==> src/rtl/fetch_queue.sv <==
// fetch_queue: instruction fetch unit with an in-order instruction queue.
//
// Requests whole 64-byte lines from the system bus, splits each 64-bit beat
// into two 32-bit instructions and queues them with their PCs for decode.
// The first line after reset or a redirect drops the instructions that sit
// below the fetch PC inside that line. A redirect flushes the queue at once.
// A transfer that is already accepted by the bus is drained in DISCARD.
//
// Ports
//   clk, reset      : clock, synchronous active-high reset
//   entry           : program entry PC, sampled while reset is high
//   bus_req*        : request channel (valid, line address, tag, accept)
//   bus_resp*       : response channel (beat valid, data, tag, consume)
//   inst_valid/inst/inst_pc/inst_ready : head of queue handshake to decode
//   redirect/redirect_pc               : flush and refetch from a new PC

module fetch_queue #(
    parameter int BUS_DATA_WIDTH = 64,
    parameter int BUS_TAG_WIDTH  = 13,
    parameter int QUEUE_DEPTH    = 32
) (
    input  logic                      clk,
    input  logic                      reset,
    input  logic [63:0]               entry,
    output logic                      bus_reqcyc,
    output logic [63:0]               bus_req,
    output logic [BUS_TAG_WIDTH-1:0]  bus_reqtag,
    input  logic                      bus_reqack,
    input  logic                      bus_respcyc,
    input  logic [BUS_DATA_WIDTH-1:0] bus_resp,
    input  logic [BUS_TAG_WIDTH-1:0]  bus_resptag,
    output logic                      bus_respack,
    output logic                      inst_valid,
    output logic [31:0]               inst,
    output logic [63:0]               inst_pc,
    input  logic                      inst_ready,
    input  logic                      redirect,
    input  logic [63:0]               redirect_pc
);

    localparam int PW            = $clog2(QUEUE_DEPTH);
    localparam int SYSBUS_READ   = 4'b1101;
    localparam int SYSBUS_MEMORY = 4'b0001;
    localparam int TAG_VAL       = (SYSBUS_READ << 12) | (SYSBUS_MEMORY << 8);

    typedef enum logic [1:0] {IDLE, REQ, RECV, DISCARD} state_t;

    typedef struct packed {
        logic [63:0] pc;
        logic [31:0] word;
    } fq_entry_t;

    state_t          state, state_nxt;
    logic [63:0]     fetch_pc, fetch_pc_nxt;
    logic [2:0]      beat, beat_nxt;
    logic [PW-1:0]   rd_ptr, wr_ptr;
    logic [PW:0]     count;
    fq_entry_t       mem [QUEUE_DEPTH];
    fq_entry_t       head;

    logic [63:0]     line_base;
    logic [3:0]      skip;
    logic [3:0]      lo_idx, hi_idx;
    logic            beat_fire, last_beat, free_ok;
    logic            enq_lo, enq_hi, deq;
    logic            unused_ok;

    // fetch_pc only carries a non-zero in-line offset for the first line
    // after reset/redirect; every later line starts aligned, so the skip
    // offset falls out of fetch_pc itself.
    assign line_base = {fetch_pc[63:6], 6'b0};
    assign skip      = fetch_pc[5:2];
    assign lo_idx    = {beat, 1'b0};
    assign hi_idx    = {beat, 1'b1};

    assign beat_fire = bus_respcyc && (state == RECV || state == DISCARD);
    assign last_beat = beat_fire && (beat == 3'd7);
    assign free_ok   = ((PW+1)'(QUEUE_DEPTH) - count) >= (PW+1)'(16);

    // A beat that coincides with a redirect is consumed but dropped.
    assign enq_lo = (state == RECV) && bus_respcyc && !redirect && (lo_idx >= skip);
    assign enq_hi = (state == RECV) && bus_respcyc && !redirect && (hi_idx >= skip);
    assign deq    = inst_valid && inst_ready;

    // ---------------------------------------------------------------- FSM
    always_ff @(posedge clk) begin
        if (reset) begin
            state    <= IDLE;
            fetch_pc <= entry;
            beat     <= '0;
        end else begin
            state    <= state_nxt;
            fetch_pc <= fetch_pc_nxt;
            beat     <= beat_nxt;
        end
    end

    always_comb begin
        state_nxt    = state;
        fetch_pc_nxt = fetch_pc;
        beat_nxt     = beat;
        if (beat_fire) beat_nxt = beat + 3'd1;
        case (state)
            IDLE: begin
                if (!redirect && free_ok) state_nxt = REQ;
            end
            REQ: begin
                beat_nxt = '0;
                if (redirect)        state_nxt = bus_reqack ? DISCARD : IDLE;
                else if (bus_reqack) state_nxt = RECV;
            end
            RECV: begin
                // A redirect on the final beat leaves nothing to drain.
                if (last_beat) begin
                    state_nxt = IDLE;
                    if (!redirect) fetch_pc_nxt = line_base + 64'd64;
                end else if (redirect) begin
                    state_nxt = DISCARD;
                end
            end
            DISCARD: begin
                if (last_beat) state_nxt = IDLE;
            end
            default: state_nxt = IDLE;
        endcase
        if (redirect) fetch_pc_nxt = redirect_pc;
    end

    // -------------------------------------------------------------- queue
    always_ff @(posedge clk) begin
        if (reset || redirect) begin
            rd_ptr <= '0;
            wr_ptr <= '0;
            count  <= '0;
        end else begin
            wr_ptr <= wr_ptr + PW'(enq_lo) + PW'(enq_hi);
            rd_ptr <= rd_ptr + PW'(deq);
            count  <= count + (PW+1)'(enq_lo) + (PW+1)'(enq_hi) - (PW+1)'(deq);
        end
    end

    // Low half of a beat is older, so it takes the first free slot.
    always_ff @(posedge clk) begin
        if (enq_lo)
            mem[wr_ptr] <= '{pc: {fetch_pc[63:6], beat, 3'b000}, word: bus_resp[31:0]};
        if (enq_hi)
            mem[enq_lo ? wr_ptr + PW'(1) : wr_ptr] <=
                '{pc: {fetch_pc[63:6], beat, 3'b100}, word: bus_resp[63:32]};
    end

    // ------------------------------------------------------------ outputs
    assign head        = mem[rd_ptr];
    assign inst_valid  = !reset && (count != '0);
    assign inst        = inst_valid ? head.word : '0;
    assign inst_pc     = inst_valid ? head.pc   : '0;

    assign bus_reqcyc  = !reset && (state == REQ);
    assign bus_req     = bus_reqcyc ? line_base : '0;
    assign bus_reqtag  = BUS_TAG_WIDTH'(TAG_VAL);
    assign bus_respack = !reset && beat_fire;

    assign unused_ok   = ^bus_resptag;

endmodule
==> config.mk <==
export PLATFORM = sky130hd
export DESIGN_NAME = fetch_queue
export DESIGN_NICKNAME = d
export VERILOG_FILES = /design/src/rtl/fetch_queue.sv
export SDC_FILE = /design/constraint.sdc
export NUM_CORES = 2
export LEC_CHECK = 0
export BUFFER_PORTS_ARGS = -buffer_cell sky130_fd_sc_hd__buf_2
export CAP_MARGIN = 15
export CORE_MARGIN = 8
export CORE_UTILIZATION = 51
export CTS_CLUSTER_SIZE = 8
export DETAILED_ROUTE_END_ITERATION = 8
export PLACE_DENSITY = 0.7
export SLEW_MARGIN = 20
export SYNTH_ARGS = -nofsm -noshare
export SYNTH_HDL_FRONTEND = slang
export SYNTH_SLANG_ARGS = --single-unit
==> constraint.sdc <==
create_clock -name clk -period 15.3 [get_ports clk]
set_clock_uncertainty 0.05 [all_clocks]
set_input_delay 0.765 -clock clk [delete_from_list [all_inputs] [get_ports clk]]
set_output_delay 0.765 -clock clk [all_outputs]
set_load 0.02 [all_outputs]
# ---- After elaboration in Yosys (flattened, before gate mapping)
# Memory sizes are Yosys's and may differ from the RTL's. A register that Yosys moved wholly into a read port is not among the register bits.
# Index checks and enable logic that the tools add are counted.
dict set report word_totals {
  reg_bits 85
  ram_bits 3008
  input_bits 211
  out_inout_bits 176
  word_cells 71
  mem_count 1
}
# name words word_bits read_ports rd_clocked_by_memory_dff wr line
set memory_table {}
lappend memory_table {mem 32 94 1 1 2 58} ;# fq_entry_t mem [QUEUE_DEPTH];
dict set report classes {
  add_sub_neg 10
  order_cmp 3
  n_eq_ne 8
  mux 21
  reduce_logical 22
}
# cell n
set op_table {}
lappend op_table {{$mux W64} 6}
lappend op_table {{$add A64 B7 Y64 const B} 1}
lappend op_table {{$mux W32} 1}
lappend op_table {{$add A5 B1 Y5} 3}
lappend op_table {{$mux W2} 7}
lappend op_table {{$add A6 B1 Y6} 2}
lappend op_table {{$logic_and A1 B1 Y1} 11}
lappend op_table {{$mux W5} 2}
lappend op_table {{$ge A4 B4 Y1} 2}
lappend op_table {{$pmux W2 S4} 1}
lappend op_table {{$ge A6 B5 Y1 const B} 1}
lappend op_table {{$ne A3 B3 Y1 const B} 2}
lappend op_table {{$reduce_bool A3 Y1} 2}
lappend op_table {{$reduce_bool A6 Y1} 1}
lappend op_table {{$sub A6 B1 Y6} 1}
lappend op_table {{$sub A6 B6 Y6 const A} 1}
lappend op_table {{$add A5 B1 Y5 const B} 1}
lappend op_table {{$eq A2 B2 Y1 const B} 2}
lappend op_table {{$mux W1} 4}
lappend op_table {{$ne A2 B2 Y1 const B} 2}
lappend op_table {{$reduce_and A4 Y1} 1}
lappend op_table {{$add A3 B1 Y3 const B} 1}
lappend op_table {{$eq A3 B3 Y1 const B} 1}
lappend op_table {{$eq A2 B1 Y1 const B} 1}
lappend op_table {{5 further kinds} 7}

# ---- Depth between registers and ports, before layout
dict set report logic_depth {
  depth_word 8
  mapped_depth 16
  depth_no_buf 14
}

# ---- Worst setup path before layout
# OpenSTA, ideal clock, no wires.
dict set report synth_timing {
  path_type {input-to-reg}
  startpoint {input bus_respcyc}
  endpoint {register fetch_pc[10] (enable)}
  setup_time_ps 568
  t_arrival_ps 5371
  t_required_ps 14682
  slack_ps 9312
  stages 3
  path_buffers 1
  path_cell_list {buf_4 -> nand3_1 -> o21ai_0}
}
dict set report synth_via {
  elab_chain_cells 4
}
# item line
set synth_lines {}
lappend synth_lines {{start, declared} 29} ;# input logic bus_respcyc,
lappend synth_lines {{$logic_and A1 B1 Y1} 76} ;# assign beat_fire = bus_respcyc && (state == RECV || state == DISCARD);
lappend synth_lines {{$logic_and A1 B1 Y1} 77} ;# assign last_beat = beat_fire && (beat == 3'd7);
lappend synth_lines {{$reduce_bool A3 Y1 (no line)} n/a}
lappend synth_lines {{$reduce_and A2 Y1 (no line)} n/a}
lappend synth_lines {{end signal, assigned} 89} ;# fetch_pc <= entry;
lappend synth_lines {{end signal, assigned} 93} ;# fetch_pc <= fetch_pc_nxt;
lappend synth_lines {{end, declared} 54} ;# logic [63:0] fetch_pc, fetch_pc_nxt;
# No other way between the ends.
# A chain may end at the register's enable or synchronous reset.

==> impl_results.md <==
- Synth top cells by count: edfxtp_1 (3,038), and2_1 (1,078), clkbuf_1 (961)
- Hold path depth: 3
- Reg2reg path depth: 12
- CP startpoint kind: register
- DR vias/cell: 6.70
- All-layer global routing usage: 30.1%
- Post-layout util: 57.1%
- ANT nets after route: 0
- LEAKAGE: 50.3 nW
- Crit path capture type: output port
- YS warnings: 0
- Leading area contributor after synthesis: edfxtp_1
- Most used DFF post-synth: edfxtp_1
- Worst-margin pin slew: 1380 ps
- Post-DP HPWL: 254,000 um
- DIE WIDTH: 557 um
- HP Class: in2reg
- Largest net degree at the start of global routing: 153
- Minimum clock period: 7190 ps
- Fmax: 0.139 GHz
- Clock sinks: 3,091
- Power density cells: 113 mW/mm^2
- Data arrival, critical path: 6370 ps
- Critical path depth in cells: 9
- Pwr Total: 18.8 mW
- CP required: 14,490 ps
- Max-slew headroom: 7.80%
- Port bufs: 348
- Final Cycle Share: 47.0%
- Hold Vio Cnt, Final: 0
- Total Neg Setup Slack: 0 ps
- CTS root buf: clkbuf_16
- Die area: 0.310 mm^2
- Share of the synthesized area in the top cell type: 61.2%
- Crit path max-delay family: buffers and inverters
- CTS tree: done
- Max IR drop VDD: 0.000116 V
- Number of global-route vias before repair: 94,200
- RSZ-0062 raised after global routing: no
- Seq cells post-synth: 3,091
- Setup WS pre-CTS: 8590 ps
- Clk_lat worst skew: 970 ps
- Async S/R FF share, synth: 0%
- Crit-path cells: buf_4 > buf_4 > buf_12 > mux4_2 > nor2b_1 > a211oi_1 > a21oi_1 > a22o_1 > buf_2
- Fin area: 0.166 mm^2
- Synth top area cells: edfxtp_1 (61%), mux4_2 (13%), mux2i_1 (5.3%)
- Vias: 93,400
- Synth Area in XOR/XNOR: 0.335%
- Area Overhead vs Synth: 11.5%
- Post-synth EDFFs: 3,038
- Routed len/inst: 34.2 um
- Fin worst setup slack: 8110 ps
- Crit path buf inv count: 4
- Mux cell area share after synthesis: 18.7%
- Post-synthesis sequential area ratio: 61.9%
- DRC viols: 0
- Largest family of logic cells by synthesized area: multiplexers
- Antenna violations before repair: 33
- Synth cell types: 70
- Clock Tree Buf Depth: 4
- Global route total overflow: 0
- Critical path fanouts, max: 102
- Post-Synth Simple-Gate Area: 11.2%
- Top-count cell post-synth: edfxtp_1
- Slowest cell on crit path: dfxtp_4
- Nets: 10,200
- H-tree lvl count: 5
- I/O pin total: 387
- Initial drt markers: 14,100
- Crit path kind: reg2out
- Std-Cell Rows: 198
- Max-slew violations: 0
- Synth Cell Area: 0.149 mm^2
- GP Congestion: 0.878
- TritonRoute pass-1 iters: 6
- Avg Inst Size Synth: 14.9 um^2
- Clk slew on worst S/H paths: 50 ps
- Cells after Synth: 10,000
- Post-synthesis adder-cell area fraction: 0.233%
- CTS Buf Count: 426
- Critical Path Most Common Cell: buf_4
- Die height: 557 um
- Synth Area in Compound Gates: 4.29%
- Number of max-cap violations: 0
- Initial core utilization: 51.2%
- Core Region: 0.291 mm^2
- Post-Route WL: 478,000 um
- Post-DP Area: 0.154 mm^2
- First-pass GRT wire length: 672,000 um
- Status: completed
- Final setup viols: 0
- Share of layout cells above drive strength 1: 21.0%
- Max stage delay on crit path: 1010 ps
[worst min-delay path, delay by kind of cell]
family	cells	cell delay [ps]
AO/OA/AOI/OAI	1	60
AND/OR/NAND/NOR	1	40
buffers and inverters	1	80
[sequential cells by signal (all words and copies together) (netlist names)]
signal	flops
mem	3008
fetch_pc	62
state	2
rd_ptr	5
count	6
beat	3
wr_ptr	5
[area by class of cell]
cell class,instances,area [um^2]
fillers,22200,125000
flip-flops and latches,3091,92300
multi-input cells,5710,52800
clock buffers,487,10900
well taps,3900,4880
repair buffers,622,4160
clock inverters,30,643
inverters,78,373
diodes,26,65.1
[cells by family (layout without fill, tap and decap cells)]
| family | Yosys count | after routing |
|---|---|---|
| multiplexers | 1678 | 1678 |
| AO/OA/AOI/OAI | 849 | 849 |
| flip-flops | 3091 | 3091 |
| other | 2 | 47 |
| adder cells (fa/ha/maj) | 26 | 26 |
| buffers and inverters | 1239 | 1217 |
| XOR/XNOR | 57 | 57 |
| AND/OR/NAND/NOR | 3079 | 3079 |
[metal layers]
layer | GRT usage (%) | part of all wire [%]
met1 | 37.9 | 34
met2 | 48.1 | 46
met3 | 8.03 | 13
met4 | 15.9 | 6.3
met5 | 0.232 | 0.021
[repair_timing]
action                                 CTS  global route
hold buffers                            15             0
resized for setup                        0             0
endpoints found under the hold margin   15             0
setup buffers                            0             0
[final timing paths]
check / from / to / slack, ps
setup reg to reg: beat[0] / mem[4][41] / 8990
hold reg to reg: mem[23][32] / mem[23][32] / 400
setup / recovery: rd_ptr[0] / inst[19] / 8110
hold / removal: entry[49] / fetch_pc[49] / 60
[power by group]
part,internal [mW],total [mW],switching (mW)
logic,0.359,1.07,0.711
registers,9.21,9.27,0.0652
clock network,4.98,8.50,3.52
total,14.5,18.8,4.29
[cell usage in the layout, fill, tap and decap left out, types with 54 or more instances in the layout]
master | Yosys | layout
edfxtp_1 | 3038 | 3038
and2_1 | 1078 | 1077
mux4_2 | 889 | 889
nand2_1 | 847 | 845
nor2b_1 | 798 | 797
mux2i_1 | 783 | 782
clkbuf_16 | 0 | 428
buf_2 | 87 | 347
a22o_1 | 322 | 322
buf_4 | 35 | 237
nor2_1 | 183 | 146
o21ai_0 | 115 | 113
a21oi_1 | 113 | 113
inv_1 | 77 | 63
clkbuf_1 | 961 | 60
a32o_1 | 58 | 58
a21boi_0 | 54 | 54
[metrics by stage]
step	hold slack [ps]	std cells
detailed placement	384	13400
global placement	379	13400
CTS	0.247	13900
floorplan	369	10000
finish	56.5	13900
global route	53.4	13900
(Power assumes the default switching activity.)
